===== config.mk =====
export PLATFORM = sky130hd
export DESIGN_NAME = ht_cmd_arb_flat
export DESIGN_NICKNAME = d
export VERILOG_FILES = /design/src/rtl/ht_cmd_arb_if.sv /design/src/rtl/ht_cmd_arb.sv /design/src/flat_wrapper.sv
export SDC_FILE = /design/constraint.sdc
export NUM_CORES = 1
export LEC_CHECK = 0
export BUFFER_PORTS_ARGS = -buffer_cell sky130_fd_sc_hd__buf_2
export CAP_MARGIN = 20
export CELL_PAD_IN_SITES_DETAIL_PLACEMENT = 0
export CELL_PAD_IN_SITES_GLOBAL_PLACEMENT = 1
export CORE_MARGIN = 1
export CORE_UTILIZATION = 34
export CTS_BUF_LIST = sky130_fd_sc_hd__clkbuf_2 sky130_fd_sc_hd__clkbuf_4 sky130_fd_sc_hd__clkbuf_8
export DETAILED_ROUTE_END_ITERATION = 6
export HOLD_SLACK_MARGIN = 0.08
export PLACE_DENSITY = 0.95
export SLEW_MARGIN = 20
export SYNTH_ARGS = -nofsm -noshare
export SYNTH_HDL_FRONTEND = slang
export SYNTH_SLANG_ARGS = --single-unit
export TNS_END_PERCENT = 20

===== constraint.sdc =====
create_clock -name clk_i -period 5.1 [get_ports clk_i]
set_clock_uncertainty 0.05 [all_clocks]
set_input_delay 0.51 -clock clk_i [delete_from_list [all_inputs] [get_ports clk_i]]
set_output_delay 0.51 -clock clk_i [all_outputs]
set_load 0.02 [all_outputs]

===== src/rtl/ht_cmd_arb_if.sv =====
// Command bus between the request sources, the arbiter and the hash-calc stage.
// The slave modport is the arbiter's view; master is the surrounding environment.
interface ht_cmd_arb_if #(
  parameter int N       = 4,
  parameter int D_WIDTH = 64,
  parameter int SRC_W   = $clog2(N)
);
  logic [N*D_WIDTH-1:0] req_data_i;
  logic [N-1:0]         req_valid_i;
  logic [N-1:0]         req_ready_o;
  logic [D_WIDTH-1:0]   pdata_out_o;
  logic [SRC_W-1:0]     pdata_out_src_o;
  logic                 pdata_out_valid_o;
  logic                 pdata_out_ready_i;

  modport slave (
    input  req_data_i,
    input  req_valid_i,
    output req_ready_o,
    output pdata_out_o,
    output pdata_out_src_o,
    output pdata_out_valid_o,
    input  pdata_out_ready_i
  );

  modport master (
    output req_data_i,
    output req_valid_i,
    input  req_ready_o,
    input  pdata_out_o,
    input  pdata_out_src_o,
    input  pdata_out_valid_o,
    output pdata_out_ready_i
  );
endinterface


===== src/rtl/ht_cmd_arb.sv =====
// N-way round-robin arbiter with bounded bursts in front of the hash-calc stage.
// One registered output stage; each command is tagged with its source index.
module ht_cmd_arb #(
  parameter int N         = 4,
  parameter int D_WIDTH   = 64,
  parameter int MAX_BURST = 2
) (
  input logic          clk_i,
  input logic          rst_n_i,
  ht_cmd_arb_if.slave  bus
);
  localparam int SRC_W = $clog2(N);
  // A burst may continue while fewer than MAX_BURST-1 extra grants were given.
  localparam logic [7:0] BURST_LIM = 8'(MAX_BURST - 1);

  if (N < 2 || N > 16) begin : g_chk_n
    $error("ht_cmd_arb: N=%0d outside 2..16", N);
  end
  if (MAX_BURST < 1 || MAX_BURST > 255) begin : g_chk_burst
    $error("ht_cmd_arb: MAX_BURST=%0d outside 1..255", MAX_BURST);
  end

  logic [D_WIDTH-1:0] req_word [N];
  logic [D_WIDTH-1:0] out_data;
  logic [SRC_W-1:0]   out_src;
  logic               out_valid;
  logic [SRC_W-1:0]   cur_src;
  // rr_ptr always holds (last granted source + 1) mod N; it is 0 after reset.
  logic [SRC_W-1:0]   rr_ptr;
  logic [7:0]         burst_cnt;
  logic               burst_active;

  logic               ld;
  logic               burst_go;
  logic               grant;
  logic [SRC_W-1:0]   sel;
  logic [SRC_W-1:0]   sel_inc;
  logic [SRC_W-1:0]   idx;

  genvar gi;
  generate
    for (gi = 0; gi < N; gi++) begin : g_src
      assign req_word[gi] = bus.req_data_i[gi*D_WIDTH +: D_WIDTH];
      // Ready is suppressed while reset is held so no source sees a handshake.
      assign bus.req_ready_o[gi] = rst_n_i && ld && grant && (sel == SRC_W'(gi));
    end
  endgenerate

  assign ld       = !out_valid || bus.pdata_out_ready_i;
  assign burst_go = burst_active && bus.req_valid_i[cur_src] && (burst_cnt < BURST_LIM);
  assign sel_inc  = (sel == SRC_W'(N - 1)) ? '0 : sel + 1'b1;

  // Grant selection: keep the current burst going, else first valid source after the last grant.
  always_comb begin
    grant = 1'b0;
    sel   = '0;
    idx   = '0;
    if (burst_go) begin
      grant = 1'b1;
      sel   = cur_src;
    end else begin
      for (int i = 0; i < N; i++) begin
        idx = SRC_W'((int'(rr_ptr) + i) % N);
        if (!grant && bus.req_valid_i[idx]) begin
          grant = 1'b1;
          sel   = idx;
        end
      end
    end
  end

  // Output stage and arbitration state; everything holds while the output is stalled.
  always_ff @(posedge clk_i or negedge rst_n_i) begin
    if (!rst_n_i) begin
      out_valid    <= 1'b0;
      out_data     <= '0;
      out_src      <= '0;
      cur_src      <= '0;
      rr_ptr       <= '0;
      burst_cnt    <= '0;
      burst_active <= 1'b0;
    end else if (ld) begin
      if (grant) begin
        out_data     <= req_word[sel];
        out_src      <= sel;
        out_valid    <= 1'b1;
        rr_ptr       <= sel_inc;
        burst_active <= 1'b1;
        // A re-grant found by the circular search (sole requester) starts a fresh burst.
        if (burst_go) begin
          burst_cnt <= burst_cnt + 8'd1;
        end else begin
          cur_src   <= sel;
          burst_cnt <= '0;
        end
      end else begin
        out_valid    <= 1'b0;
        burst_active <= 1'b0;
      end
    end
  end

  assign bus.pdata_out_o       = out_data;
  assign bus.pdata_out_src_o   = out_src;
  assign bus.pdata_out_valid_o = out_valid;

  a_ready_onehot: assert property (@(posedge clk_i) disable iff (!rst_n_i)
    $onehot0(bus.req_ready_o));

  a_out_stable: assert property (@(posedge clk_i) disable iff (!rst_n_i)
    (out_valid && !bus.pdata_out_ready_i) |=> ($stable(out_data) && $stable(out_src)));
endmodule


===== src/flat_wrapper.sv =====
// flat-port wrapper written by rule: the top's interface ports become plain ports
module ht_cmd_arb_flat 
#(
  parameter int N         = 4,
  parameter int D_WIDTH   = 64,
  parameter int MAX_BURST = 2
)
  (clk_i, rst_n_i, bus_req_data_i, bus_req_valid_i, bus_req_ready_o, bus_pdata_out_o, bus_pdata_out_src_o, bus_pdata_out_valid_o, bus_pdata_out_ready_i);
  ht_cmd_arb_if #(.N(N), .D_WIDTH(D_WIDTH)) bus_i ();
  input logic clk_i;
  input logic rst_n_i;
  input wire logic [$bits(bus_i.req_data_i)-1:0] bus_req_data_i;
  input wire logic [$bits(bus_i.req_valid_i)-1:0] bus_req_valid_i;
  output wire logic [$bits(bus_i.req_ready_o)-1:0] bus_req_ready_o;
  output wire logic [$bits(bus_i.pdata_out_o)-1:0] bus_pdata_out_o;
  output wire logic [$bits(bus_i.pdata_out_src_o)-1:0] bus_pdata_out_src_o;
  output wire logic [$bits(bus_i.pdata_out_valid_o)-1:0] bus_pdata_out_valid_o;
  input wire logic [$bits(bus_i.pdata_out_ready_i)-1:0] bus_pdata_out_ready_i;
  assign bus_i.req_data_i = bus_req_data_i;
  assign bus_i.req_valid_i = bus_req_valid_i;
  assign bus_req_ready_o = bus_i.req_ready_o;
  assign bus_pdata_out_o = bus_i.pdata_out_o;
  assign bus_pdata_out_src_o = bus_i.pdata_out_src_o;
  assign bus_pdata_out_valid_o = bus_i.pdata_out_valid_o;
  assign bus_i.pdata_out_ready_i = bus_pdata_out_ready_i;
  ht_cmd_arb #(.N(N), .D_WIDTH(D_WIDTH), .MAX_BURST(MAX_BURST)) u_core (.clk_i(clk_i), .rst_n_i(rst_n_i), .bus(bus_i));
endmodule

==> impl_metrics.json <==
{
  "status": "finished, final reports clean",
  "area_delta_synth_final_pct": 36.47,
  "hold_start": "bus_req_data_i[252]",
  "ys.warnings.count": 0,
  "drc": 0,
  "mostFrequentLayoutCell": "buf_2",
  "cp_max_fo": 37,
  "die_area_mm2": 0.01656,
  "globalRouteOverflowTotal": 0,
  "crit_family": "compound AO/OA/AOI/OAI gates",
  "crit_required_ns": 4.54,
  "die_y_um": 128.7,
  "avgRoutedWirePerCell_um": 17.61,
  "num_vias": 5905,
  "worstSetupStartpointType": "flop",
  "hold_viol": 0,
  "combPwrFrac": 0.665,
  "total_power_w": 0.004573,
  "pwr-share-seq": 0.242,
  "hold_end": "u_core.bus.pdata_out_o[60]",
  "synthMuxAreaShare": 0.1233,
  "synth_area_leaders": "dfrtp_1 36%, a211oi_1 13%, mux2i_1 12%",
  "dieWidth_um": 128.7,
  "use_met2": 0.4283,
  "cts_tree": "done",
  "max_stage_delay_ns": 0.76,
  "cts-root-buf": "clkbuf_8",
  "synth_xor_area_frac": 0.001605,
  "clk_latency_ns": 0.35,
  "setup_viol": 0,
  "finalCritPeriodShare": 0.7321,
  "rsz0062_at_grt": "no",
  "most-common-layout-cells": "332 x buf_2, 90 x a211oi_1, 79 x dfrtp_1",
  "io_pins": 334,
  "yosys.area_share.simple": 0.08184,
  "critPathKind": "reg2out",
  "port_buffers": 333,
  "grt_max_degree": 66,
  "end_kind": "output port",
  "drt-pass1-iter-count": 4,
  "cp_num_buf_inv": 2,
  "clock_sinks": 79,
  "yosys.area_share.adder": 0.004585,
  "antennaDiodeCount": 0,
  "pwr-share-clk": 0.093,
  "dp_hpwl_um": 14390,
  "worst_ep_arrival_time_ns": 3.17,
  "synth_top_cell_area_share": 0.3622,
  "grt_use_met1": 0.2656,
  "worst_slew_pin_slew_ns": 1.021,
  "grt_pass1_vias": 5824,
  "post_cts_buffers": 0,
  "core-area_mm2": 0.01543,
  "holdBufCountCts": 1,
  "antenna_found_initial": 0,
  "cts_buffers": 9,
  "cp_slowest_cell": "o211ai_4",
  "gp_congestion": 0.7901,
  "rrSetupSlack_ns": 1.66,
  "powerDensity_mw_per_mm2": 614.0,
  "htree_levels": 3,
  "syn_area_per_cell_um2": 9.051,
  "ir_drop_uv": 305.6,
  "slew_headroom": 0.3168,
  "routed_via_density": 5.301,
  "synth-compound-area-share": 0.3668,
  "max_clock_freq_mhz": 267.8,
  "min_period_ns": 3.734,
  "nets": 1163,
  "cts_buffer_depth": 2,
  "reg2reg_to": "u_core.bus.pdata_out_o[60]",
  "rows": 45,
  "synth_area_leader_cell": "dfrtp_1",
  "drt_iter0_drc": 324,
  "worstReg2RegStart": "u_core.cur_src[0]",
  "syn_inst": 603,
  "grtUsageTotal": 0.2323,
  "synthesis.nets": 868,
  "setup_tns_ns": 0,
  "grt_pass1_wl_um": 29770,
  "swShare": 0.5196,
  "rr_worst_depth": 7,
  "use_met3": 0.05863,
  "ys_types": 43,
  "drive_gt1_frac": 0.4585,
  "ys_seq_elements": 79,
  "clk_pin_slew_ns": 0.08,
  "cp_cell_sequence": "mux2_1 > o211ai_4 > a21oi_2 > o21ai_4 > buf_4 > nand3_1 > nor2b_1 > buf_2",
  "p_int_w": 0.002197,
  "initial_core_util": 0.3538,
  "nFillCells": 1541,
  "gr-max-usage-layer": "met2",
  "cts.repair.resized": 0,
  "ant_nets": 0,
  "slew_violations": 0,
  "static-leakage-power_nw": 3.505,
  "routed_wl_um": 19610,
  "ys_seq_area_frac": 0.3622,
  "holdCritPathClass": "in2reg",
  "max-cap-violations": 0,
  "syn_area_mm2": 0.005458,
  "min_path_cells": 3,
  "p_sw_w": 0.002376,
  "synth_top_family_by_area": "compound AO/OA/AOI/OAI gates"
}
[stage by stage]
step / cells / instance area, um^2 / worst slack (ns) / utilization / hold slack (ns)
after global routing: 1114 / 7448 / 1.163 / 0.4828 / 0.3638
after detailed placement: 1097 / 7269 / 1.536 / 0.4712 / 0.4104
after global placement: 1097 / 7269 / 1.535 / 0.4712 / 0.4054
final: 1114 / 7448 / 1.366 / 0.4828 / 0.3467
after floorplan: 603 / 5458 / 2.245 / - / 0.1644
after CTS: 1114 / 7448 / 1.364 / 0.4828 / 0.3161
[synthesized netlist by cell type]
cell type / n
a21o_1: 4
o211ai_2: 1
inv_1: 4
buf_1: 1
a21oi_2: 1
nor3_1: 1
inv_2: 1
nor4b_2: 1
buf_4: 6
buf_6: 5
nor2_1: 75
a41oi_1: 2
mux2_1: 1
a211oi_1: 91
o21bai_1: 1
o21ai_2: 2
nor2b_1: 4
o21ba_2: 1
o21ai_0: 65
dfrtp_1: 79
buf_2: 8
nor4b_4: 1
a311oi_1: 1
nand2_1: 12
a2bb2oi_1: 1
a31oi_1: 4
a21boi_2: 1
o211a_1: 1
or2_1: 2
mux2i_1: 65
o21ai_1: 3
xnor2_1: 1
and3_1: 1
nand3_1: 2
ha_1: 2
a21oi_1: 66
nor4_1: 1
and4_1: 1
a211o_1: 2
clkbuf_1: 43
a211oi_2: 37
nor3b_1: 1
mux2_2: 1
[routing by layer]
| layer | routed length (um) | part of all wire | up-vias |
|---|---|---|---|
| li1 | - | - | 2869 |
| met1 | 7719 | 0.39 | 2715 |
| met2 | 9979 | 0.51 | 298 |
| met3 | 1586 | 0.081 | 23 |
| met4 | 328 | 0.017 | 0 |
| met5 | 0 | 0 | - |
[sequential cells by signal (all words and copies together), names as in the netlist]
name,flops
u_core.burst_cnt,8
u_core.rr_ptr,2
u_core.bus.pdata_out_valid_o,1
u_core.bus.pdata_out_src_o,2
u_core.bus.pdata_out_o,64
u_core.cur_src,2
[tightest hold or removal path, stage by stage]
cell and delay, ns:
buf_2 0.09, nand2_1 0.05, a311oi_1 0.07
[logic make-up after synthesis]
| logic type | after synthesis |
|---|---|
| multiplexers | 67 |
| buffers and inverters | 68 |
| adder cells (fa/ha/maj) | 2 |
| XOR/XNOR | 1 |
| flip-flops | 79 |
| AO/OA/AOI/OAI | 284 |
| AND/OR/NAND/NOR | 102 |
[worst max-delay path by stage]
stage	endpoint	from	cells past startpoint	slack, ns
final	bus_req_ready_o[1]	u_core.cur_src[0]	8	1.37
after global routing	bus_req_ready_o[1]	u_core.cur_src[0]	8	1.16
after CTS	bus_req_ready_o[1]	u_core.cur_src[0]	8	1.36
after detailed placement	u_core.bus.pdata_out_o[60]	bus_req_valid_i[1]	8	1.54
after global placement	u_core.bus.pdata_out_o[60]	bus_req_valid_i[1]	8	1.54
after floorplan	bus_req_ready_o[0]	u_core.burst_cnt[0]	10	2.25
[power groups by stage]
stage          Combinational [W]  Clock, W  Sequential [W]
2_1_floorplan            0.00192         0         0.00141
3_3_place_gp             0.00302         0         0.00111
3_5_place_dp             0.00306         0         0.00111
4_1_cts                  0.00306  0.000449         0.00111
5_1_grt                  0.00329  0.000468         0.00114
6_report                 0.00304  0.000424         0.00111
[layout make-up]
cell class	instances	area, um^2	area share
Clock buffer	10	131.4	0.01764
Clock inverter	6	37.54	0.005039
Inverter	5	18.77	0.002520
Multi-Input combinational cell	456	3231	0.4337
Sequential cell	79	1977	0.2654
Tap cell	211	264.0	0.03544
Timing Repair Buffer	347	1789	0.2402
No activity file was read; power rests on OpenSTA's default activity.
